**config.mk**
```make
export PLATFORM = sky130hd
export DESIGN_NAME = mc_control_unit_flat
export DESIGN_NICKNAME = d
export VERILOG_FILES = /design/src/rtl/mc_isa_pkg.sv /design/src/rtl/mc_control_unit_if.sv /design/src/rtl/mc_decode.sv /design/src/rtl/mc_control_unit.sv /design/src/flat_wrapper.sv
export SDC_FILE = /design/constraint.sdc
export NUM_CORES = 1
export LEC_CHECK = 0
export BUFFER_PORTS_ARGS = -buffer_cell sky130_fd_sc_hd__buf_2
export CAP_MARGIN = 20
export CORE_ASPECT_RATIO = 1.75
export CORE_MARGIN = 1.5
export CORE_UTILIZATION = 50
export DETAILED_ROUTE_END_ITERATION = 16
export GPL_TIMING_DRIVEN = 0
export PLACE_DENSITY = 0.8
export SETUP_SLACK_MARGIN = 0.4
export SYNTH_ARGS = -nofsm -noshare
export SYNTH_HDL_FRONTEND = slang
export SYNTH_SLANG_ARGS = --single-unit
```
**constraint.sdc**
```tcl
create_clock -name clk -period 2.5 [get_ports clk]
set_input_delay 0.25 -clock clk [delete_from_list [all_inputs] [get_ports clk]]
set_output_delay 0.25 -clock clk [all_outputs]
set_load 0.05 [all_outputs]
```
**src/rtl/mc_isa_pkg.sv**
```systemverilog
// ISA constants, ALU codes, control-unit state and mux-select encodings for the
// 16-bit TSC-style multi-cycle CPU.
package mc_isa_pkg;

    typedef enum logic [3:0] {
        OP_BNE   = 4'd0,
        OP_BEQ   = 4'd1,
        OP_BGZ   = 4'd2,
        OP_BLZ   = 4'd3,
        OP_ADI   = 4'd4,
        OP_ORI   = 4'd5,
        OP_LHI   = 4'd6,
        OP_LWD   = 4'd7,
        OP_SWD   = 4'd8,
        OP_JMP   = 4'd9,
        OP_JAL   = 4'd10,
        OP_RTYPE = 4'd15
    } opcode_t;

    typedef enum logic [5:0] {
        FN_JPR = 6'd25,
        FN_JRL = 6'd26,
        FN_WWD = 6'd28,
        FN_HLT = 6'd29
    } funct_t;

    typedef enum logic [3:0] {
        ALU_ADD = 4'd0,
        ALU_SUB = 4'd1,
        ALU_AND = 4'd2,
        ALU_ORR = 4'd3,
        ALU_NOT = 4'd4,
        ALU_TCP = 4'd5,
        ALU_SHL = 4'd6,
        ALU_SHR = 4'd7,
        ALU_LHI = 4'd8,
        ALU_BNE = 4'd10,
        ALU_BEQ = 4'd11,
        ALU_BGZ = 4'd12,
        ALU_BLZ = 4'd13
    } alu_op_t;

    typedef enum logic [2:0] {
        S_IF,
        S_ID,
        S_EX,
        S_MEM,
        S_WB,
        S_HALT
    } state_t;

    typedef enum logic [1:0] {
        PC_NEXT   = 2'd0,
        PC_BRANCH = 2'd1,
        PC_JUMP   = 2'd2,
        PC_RS     = 2'd3
    } pc_src_t;

    typedef enum logic [1:0] {
        DST_9_8  = 2'd0,
        DST_7_6  = 2'd1,
        DST_LINK = 2'd2
    } reg_dst_t;

    typedef enum logic [1:0] {
        WB_ALU = 2'd0,
        WB_MEM = 2'd1,
        WB_PC1 = 2'd2
    } wb_src_t;

    typedef enum logic [3:0] {
        CL_RALU,
        CL_IMM,
        CL_LWD,
        CL_SWD,
        CL_BRANCH,
        CL_JMP,
        CL_JAL,
        CL_JPR,
        CL_JRL,
        CL_WWD,
        CL_HLT,
        CL_NOP
    } iclass_t;

endpackage

```
**src/rtl/mc_control_unit_if.sv**
```systemverilog
// Memory handshake bundle between the control unit (master) and the memory
// port (slave).
interface mc_control_unit_if;
    logic mem_read;
    logic mem_write;
    logic i_or_d;
    logic mem_ready;

    modport master (output mem_read, output mem_write, output i_or_d, input mem_ready);
    modport slave  (input mem_read, input mem_write, input i_or_d, output mem_ready);
endinterface

```
**src/rtl/mc_decode.sv**
```systemverilog
// Combinational instruction decoder: classifies the instruction register and
// produces the ALU operation and operand-B controls.
module mc_decode
    import mc_isa_pkg::*;
#(
    parameter int WORD_SIZE = 16
) (
    input  logic [WORD_SIZE-1:0] instr,
    output iclass_t              iclass,
    output logic [3:0]           alu_op,
    output logic                 alu_src_b,
    output logic                 ext_sel
);

    logic [3:0] opcode;
    logic [5:0] funct;
    logic       unused_fields;

    assign opcode        = instr[WORD_SIZE-1 -: 4];
    assign funct         = instr[5:0];
    assign unused_fields = &{1'b0, instr[WORD_SIZE-5:6]};

    // Loads and stores also use the ALU to form rs + sign-extended offset.
    always_comb begin
        iclass    = CL_NOP;
        alu_op    = ALU_ADD;
        alu_src_b = 1'b0;
        ext_sel   = 1'b1;
        case (opcode)
            OP_BNE, OP_BEQ, OP_BGZ, OP_BLZ: begin
                iclass = CL_BRANCH;
                alu_op = ALU_BNE + {2'b00, opcode[1:0]};
            end
            OP_ADI: begin iclass = CL_IMM; alu_op = ALU_ADD; alu_src_b = 1'b1; end
            OP_ORI: begin iclass = CL_IMM; alu_op = ALU_ORR; alu_src_b = 1'b1; ext_sel = 1'b0; end
            OP_LHI: begin iclass = CL_IMM; alu_op = ALU_LHI; alu_src_b = 1'b1; end
            OP_LWD: begin iclass = CL_LWD; alu_src_b = 1'b1; end
            OP_SWD: begin iclass = CL_SWD; alu_src_b = 1'b1; end
            OP_JMP: iclass = CL_JMP;
            OP_JAL: iclass = CL_JAL;
            OP_RTYPE: begin
                if (funct[5:3] == 3'b000) begin
                    iclass = CL_RALU;
                    alu_op = {1'b0, funct[2:0]};
                end else begin
                    case (funct)
                        FN_JPR:  iclass = CL_JPR;
                        FN_JRL:  iclass = CL_JRL;
                        FN_WWD:  iclass = CL_WWD;
                        FN_HLT:  iclass = CL_HLT;
                        default: iclass = CL_NOP;
                    endcase
                end
            end
            default: iclass = CL_NOP;
        endcase
    end

endmodule

```
**src/rtl/mc_control_unit.sv**
```systemverilog
// Multi-cycle control unit: IF/ID/EX/MEM/WB/HALT sequencer with retired-instruction
// counter. Define MC_CTRL_WAIT_EN to make IF and MEM wait on mem_ready.
module mc_control_unit
    import mc_isa_pkg::*;
#(
    parameter int WORD_SIZE = 16,
    parameter int CNT_W     = 16
) (
    input  logic                 clk,
    input  logic                 Reset_N,
    mc_control_unit_if.master    mem,
    input  logic [WORD_SIZE-1:0] instr,
    input  logic                 bcond,
    output logic                 ir_write,
    output logic                 pc_write,
    output logic [1:0]           pc_src,
    output logic                 reg_write,
    output logic [1:0]           reg_dst,
    output logic [1:0]           wb_src,
    output logic                 alu_src_b,
    output logic                 ext_sel,
    output logic [3:0]           alu_op,
    output logic                 out_write,
    output logic [CNT_W-1:0]     num_inst,
    output logic                 is_halted
);

    state_t     state, next_state;
    iclass_t    iclass;
    logic [3:0] dec_alu_op;
    logic       dec_alu_src_b, dec_ext_sel;
    logic       ready, count_inc;

`ifdef MC_CTRL_WAIT_EN
    assign ready = mem.mem_ready;
`else
    logic unused_ready;
    assign unused_ready = mem.mem_ready;
    assign ready        = 1'b1;
`endif

    mc_decode #(.WORD_SIZE(WORD_SIZE)) u_decode (
        .instr     (instr),
        .iclass    (iclass),
        .alu_op    (dec_alu_op),
        .alu_src_b (dec_alu_src_b),
        .ext_sel   (dec_ext_sel)
    );

    always_ff @(posedge clk or negedge Reset_N) begin
        if (!Reset_N) begin
            state    <= S_IF;
            num_inst <= '0;
        end else begin
            state <= next_state;
            if (count_inc) num_inst <= num_inst + CNT_W'(1);
        end
    end

    // Every strobe is gated by Reset_N so the async reset silences the datapath at once.
    always_comb begin
        next_state    = state;
        count_inc     = 1'b0;
        mem.mem_read  = 1'b0;
        mem.mem_write = 1'b0;
        mem.i_or_d    = 1'b0;
        ir_write      = 1'b0;
        pc_write      = 1'b0;
        pc_src        = PC_NEXT;
        reg_write     = 1'b0;
        reg_dst       = DST_9_8;
        wb_src        = WB_ALU;
        alu_src_b     = 1'b0;
        ext_sel       = 1'b0;
        alu_op        = ALU_ADD;
        out_write     = 1'b0;
        is_halted     = 1'b0;
        if (Reset_N) begin
            if (state inside {S_ID, S_EX, S_MEM, S_WB}) begin
                alu_op    = dec_alu_op;
                alu_src_b = dec_alu_src_b;
                ext_sel   = dec_ext_sel;
            end
            case (state)
                S_IF: begin
                    mem.mem_read = 1'b1;
                    if (ready) begin
                        ir_write   = 1'b1;
                        next_state = S_ID;
                    end
                end
                S_ID: begin
                    next_state = S_IF;
                    pc_write   = 1'b1;
                    count_inc  = 1'b1;
                    case (iclass)
                        CL_RALU, CL_IMM, CL_LWD, CL_SWD, CL_BRANCH: begin
                            pc_write   = 1'b0;
                            count_inc  = 1'b0;
                            next_state = S_EX;
                        end
                        CL_JMP: pc_src = PC_JUMP;
                        CL_JAL: begin
                            pc_src = PC_JUMP; reg_write = 1'b1; reg_dst = DST_LINK; wb_src = WB_PC1;
                        end
                        CL_JPR: pc_src = PC_RS;
                        CL_JRL: begin
                            pc_src = PC_RS; reg_write = 1'b1; reg_dst = DST_LINK; wb_src = WB_PC1;
                        end
                        CL_WWD: out_write = 1'b1;
                        CL_HLT: begin
                            pc_write   = 1'b0;
                            next_state = S_HALT;
                        end
                        default: pc_src = PC_NEXT;
                    endcase
                end
                S_EX: begin
                    case (iclass)
                        CL_BRANCH: begin
                            pc_write   = 1'b1;
                            count_inc  = 1'b1;
                            pc_src     = bcond ? PC_BRANCH : PC_NEXT;
                            next_state = S_IF;
                        end
                        CL_LWD, CL_SWD:  next_state = S_MEM;
                        CL_RALU, CL_IMM: next_state = S_WB;
                        default:         next_state = S_IF;
                    endcase
                end
                S_MEM: begin
                    mem.mem_read  = (iclass == CL_LWD);
                    mem.mem_write = (iclass == CL_SWD);
                    mem.i_or_d    = 1'b1;
                    if (ready) begin
                        if (iclass == CL_LWD) begin
                            next_state = S_WB;
                        end else begin
                            pc_write   = 1'b1;
                            count_inc  = 1'b1;
                            next_state = S_IF;
                        end
                    end
                end
                S_WB: begin
                    reg_write  = 1'b1;
                    reg_dst    = (iclass == CL_RALU) ? DST_7_6 : DST_9_8;
                    wb_src     = (iclass == CL_LWD) ? WB_MEM : WB_ALU;
                    pc_write   = 1'b1;
                    count_inc  = 1'b1;
                    next_state = S_IF;
                end
                S_HALT:  is_halted = 1'b1;
                default: next_state = S_IF;
            endcase
        end
    end

endmodule

```
**src/flat_wrapper.sv**
```systemverilog
// flat-port wrapper written by rule: the top's interface ports become plain ports
module mc_control_unit_flat import mc_isa_pkg::*;
#(
    parameter int WORD_SIZE = 16,
    parameter int CNT_W     = 16
)
  (clk, Reset_N, instr, bcond, ir_write, pc_write, pc_src, reg_write, reg_dst, wb_src, alu_src_b, ext_sel, alu_op, out_write, num_inst, is_halted, mem_mem_read, mem_mem_write, mem_i_or_d, mem_mem_ready);
  mc_control_unit_if mem_i ();
  input  logic clk;
  input  logic Reset_N;
  input  logic [WORD_SIZE-1:0] instr;
  input  logic bcond;
  output logic ir_write;
  output logic pc_write;
  output logic [1:0] pc_src;
  output logic reg_write;
  output logic [1:0] reg_dst;
  output logic [1:0] wb_src;
  output logic alu_src_b;
  output logic ext_sel;
  output logic [3:0] alu_op;
  output logic out_write;
  output logic [CNT_W-1:0] num_inst;
  output logic is_halted;
  output wire logic [$bits(mem_i.mem_read)-1:0] mem_mem_read;
  output wire logic [$bits(mem_i.mem_write)-1:0] mem_mem_write;
  output wire logic [$bits(mem_i.i_or_d)-1:0] mem_i_or_d;
  input wire logic [$bits(mem_i.mem_ready)-1:0] mem_mem_ready;
  assign mem_mem_read = mem_i.mem_read;
  assign mem_mem_write = mem_i.mem_write;
  assign mem_i_or_d = mem_i.i_or_d;
  assign mem_i.mem_ready = mem_mem_ready;
  mc_control_unit #(.WORD_SIZE(WORD_SIZE), .CNT_W(CNT_W)) u_core (.clk(clk), .Reset_N(Reset_N), .mem(mem_i), .instr(instr), .bcond(bcond), .ir_write(ir_write), .pc_write(pc_write), .pc_src(pc_src), .reg_write(reg_write), .reg_dst(reg_dst), .wb_src(wb_src), .alu_src_b(alu_src_b), .ext_sel(ext_sel), .alu_op(alu_op), .out_write(out_write), .num_inst(num_inst), .is_halted(is_halted));
endmodule
```
==> results <==
- In this design, the stage delay of the slowest critical-path cell is 0.41 ns.
- The floorplan has 26 rows.
- The fraction of registers with async set/reset is 1.00.
- The total global-route track usage is 0.287.
- The worst min-delay path category is in -> reg.
- The die is 77.5 um tall.
- The vias after detailed routing is 1,808.
- Setup repair after global routing could not meet its margin everywhere.
- The clock net in this run drives a total of 19 sinks.
- In this run the number of cells on the critical path is 6.
- The warning count from the yosys run is 0.
- The worst-case vdd ir drop is 362 uV.
- The clock reaches the later pin of the worst-skew pair after 0.26 ns.
- The core region is 2960 um2.
- The HPWL after detailed placement is 3490 um.
- For the worst flop-to-flop path, the logic depth is 7.
- The number of global-route vias before repair is 1,660.
- The clock group share of total power is 0.137.
- Walking the worst path, the cells encountered are buf_8 -> o21a_1 -> or3_4 -> clkbuf_16 -> a211oi_4 -> buf_6.
- The remaining number of nets flagged by the antenna check after routing is 0.
- The synthesized design contains 19 register bits.
- The setup slack on the worst flop-to-flop path is 0.39 ns.
- The detailed-route DRC error count is 0.
- By instance count, the leading cell after synthesis is sky130_fd_sc_hd__dfrtp_1.
- The leakage power total is 1.10 nW.
- The TritonCTS clock tree is yes.
- By count the netlist is led by sky130_fd_sc_hd__dfrtp_1 (19), sky130_fd_sc_hd__a21oi_1 (16), sky130_fd_sc_hd__nor2_1 (15), sky130_fd_sc_hd__nor3_1 (14), sky130_fd_sc_hd__xor2_1 (14).
- At the end of the flow, the number of nets in the layout was 285.
- Summed over all layers, the global routing overflow is 0.
- The type of destination of the critical path is a primary output.
- The cell at the root of the clock tree is sky130_fd_sc_hd__clkbuf_8.
- Of the available clock period, the critical path in the final layout requires 0.886.
- The post-synthesis instance total is 197.
- The peak clock frequency supported by timing is 452 MHz.
- The placer congestion estimate is 0.957.
- The pre-antenna-repair detailed-routing pass consisted of 5 iterations.
- The share of total power dissipated in combinational logic is 0.588.
- The total of endpoints with negative setup slack in the final report is 0.
- Counting the buffers created by CTS gives 3.
- Yosys attributes the largest share of cell area to sky130_fd_sc_hd__dfrtp_1 (30%), sky130_fd_sc_hd__xor2_1 (7.7%), sky130_fd_sc_hd__a21oi_1 (5.1%).
- The max-slew violation count is 0.
- The number of levels in the clock H-tree is 1.
- The type of element launching the critical path is a register.
- On the critical path the largest part of the delay comes from buffers and inverters.
- The share of synthesized area in the top cell type comes to 0.300.
- The end of the worst register-to-register path is u_core.num_inst[11].
- The total negative setup slack is 0 ns.
- In this run the tightest slew margin relative to its limit is 0.440.
- The number of antenna violations at the first check in global routing is 0.
- The predominant post-synthesis flop cell is sky130_fd_sc_hd__dfrtp_1.
- The die covers 3530 um2.
- Hold is met by 0.460 ns.
- The critical path class is reg -> out.
- Of the total power, the share spent switching nets is 0.496.
- The arrival time of the worst setup path is 1.96 ns.
- For the pin with the worst max-slew slack, the measured transition is 0.837 ns.
- The clock transition time at the flip-flop clock pins of the worst setup and hold paths is 0.07 ns.
- The detail-routed via count per cell is 5.93.
- Cell internal power was estimated by the tool at 794 uW.
- The largest total area in the synthesized netlist belongs to sky130_fd_sc_hd__dfrtp_1.
- The synthesized netlist contains 49 unique library cells.
- The termination of the worst setup path is alu_op[3].
- Of the total power, registers draw 0.275.
- The largest driver fanout on the critical path is 7.
- The worst register-to-register path begins at u_core.state[2].
- The floorplan step set the die width to 45.5 um.
- The final critical-path required period is 2.21 ns.
- Tracing the worst setup path back leads to its startpoint at u_core.state[0].
- In the final layout, the share of cells above drive strength 1 is 0.464.
- The number of port buffers is 47.
- The power density of the placed cells is 647 nW/um2.
- The initial utilization of the core area, before any placement, comes to 0.535.
- The sequential element share of the synthesized area is 0.300.
- In this run the most critical hold path is launched from Reset_N.
- The slowest stage of the critical path is the sky130_fd_sc_hd__dfrtp_1 cell.
- The hold violation total from the final report came to 0.
- In this run the deepest clock path goes through 2 buffers.
- The routed design has 5100 um of wire.
- In this run the mean area of a mapped cell was 8.04 um2.
- The average routed wire per standard cell is 16.7 um.
- The first global-routing pass estimated 7660 um of wire.
- The number of enable-type register cells in the synthesized netlist is 0.
- The number of buffers and inverters on the critical path is 3.
- The first routing iteration left 63 violations.
- Entering global routing, the biggest net connects 20 pins.
- The synthesized netlist net count is 218.
- 0 antenna diodes ended up in the layout.
- The power spent charging and discharging nets is 782 uW.
- The netlist area before placement is 1580 um2.
- The data required time of the critical path is 2.25 ns.
- The I/O pin total is 56.
- Across the run, the number of max-cap violations was 0.
- The run finished with clean final reports.
- The clock skew is 0.00143 ns.
- The synthesis-to-finish area growth is 53.8%.
[layout by cell type (no fill, tap or decap), types with 5 or more instances in the layout]
cell	instances
sky130_fd_sc_hd__nor3_1	7
sky130_fd_sc_hd__nand3_1	10
sky130_fd_sc_hd__buf_4	19
sky130_fd_sc_hd__inv_1	9
sky130_fd_sc_hd__o21ai_0	8
sky130_fd_sc_hd__nor2_1	10
sky130_fd_sc_hd__nand2_1	13
sky130_fd_sc_hd__and3_1	5
sky130_fd_sc_hd__buf_6	7
sky130_fd_sc_hd__nor3_2	7
sky130_fd_sc_hd__dfrtp_1	19
sky130_fd_sc_hd__a21oi_2	6
sky130_fd_sc_hd__buf_2	33
sky130_fd_sc_hd__xor2_1	14
sky130_fd_sc_hd__a21oi_1	8
[layer usage]
metal  up-vias  GRT usage  wire [um]
li1        851          -          -
met1       857      0.315       1770
met2        84      0.504       2930
met3        16     0.0256        226
met4         0      0.150        179
met5         -          0          0
[worst register-to-register path: stages (launching register included)]
cell and delay, ns:
sky130_fd_sc_hd__dfrtp_1 0.37, sky130_fd_sc_hd__buf_6 0.14, sky130_fd_sc_hd__or3b_1 0.41, sky130_fd_sc_hd__a2111o_1 0.33
sky130_fd_sc_hd__o211a_4 0.21, sky130_fd_sc_hd__buf_8 0.17, sky130_fd_sc_hd__nor4_4 0.26, sky130_fd_sc_hd__xnor2_1 0.15
[stage by stage]
| step | cell area, um2 | std cells | utilization | setup slack (ns) | power [mW] |
|---|---|---|---|---|---|
| 2_1_floorplan | 1730 | 197 | - | 0.293 | 0.976 |
| 3_3_place_gp | 2020 | 286 | 0.682 | -0.0906 | 1.14 |
| 3_5_place_dp | 2020 | 286 | 0.682 | -0.0860 | 1.15 |
| 4_1_cts | 2270 | 299 | 0.768 | 0.319 | 1.47 |
| 5_1_grt | 2440 | 305 | 0.823 | 0.226 | 1.65 |
| 6_report | 2440 | 305 | 0.823 | 0.285 | 1.58 |
[power groups by stage]
stage | Sequential [mW] | Clock, mW | Combinational [mW]
final | 0.433 | 0.217 | 0.927
after global placement | 0.427 | 0 | 0.709
after floorplan | 0.562 | 0 | 0.414
after detailed placement | 0.429 | 0 | 0.720
after CTS | 0.425 | 0.213 | 0.835
after global routing | 0.444 | 0.235 | 0.975
[cell type report]
cell class | instances | area, um2
clock buffers | 3 | 41.3
repair buffers | 62 | 412
multi-input cells | 157 | 1280
inverters | 9 | 33.8
plain buffers | 12 | 134
fillers | 196 | 524
well taps | 42 | 52.6
flip-flops and latches | 19 | 475
clock inverters | 1 | 5.00
[how the worst min path moves through the flow]
stage,end,slack [ns],cells after the start
CTS,u_core.state[1],0.46,4
finish,u_core.state[1],0.46,4
floorplan,u_core.num_inst[0],-0.05,0
detailed placement,u_core.num_inst[12],0.21,1
global placement,u_core.num_inst[15],0.21,1
global route,u_core.num_inst[15],0.48,1
[registers in the layout (all words and copies together) (netlist names)]
name	cells
u_core.state	3
u_core.num_inst	16
[kinds of logic (layout without fill, tap and decap cells)]
family,count (synthesis),count (layout),synth area share
mux,2,2,0.0142
flops,19,19,0.300
compound gates,47,47,0.192
xor+xnor,16,16,0.0885
simple gates,91,91,0.336
buf+inv,21,87,0.0616
fa+ha+maj,1,1,0.00790
[timing repair]
action	CTS	global route
cloned	0	0
buffers inserted	8	6
gates resized for setup	35	28
pin swaps	5	5
hold endpoints to repair	19	0
hold buffers	1	0
endpoints found under the setup margin	30	28
No activity file was read; power rests on OpenSTA's default activity.
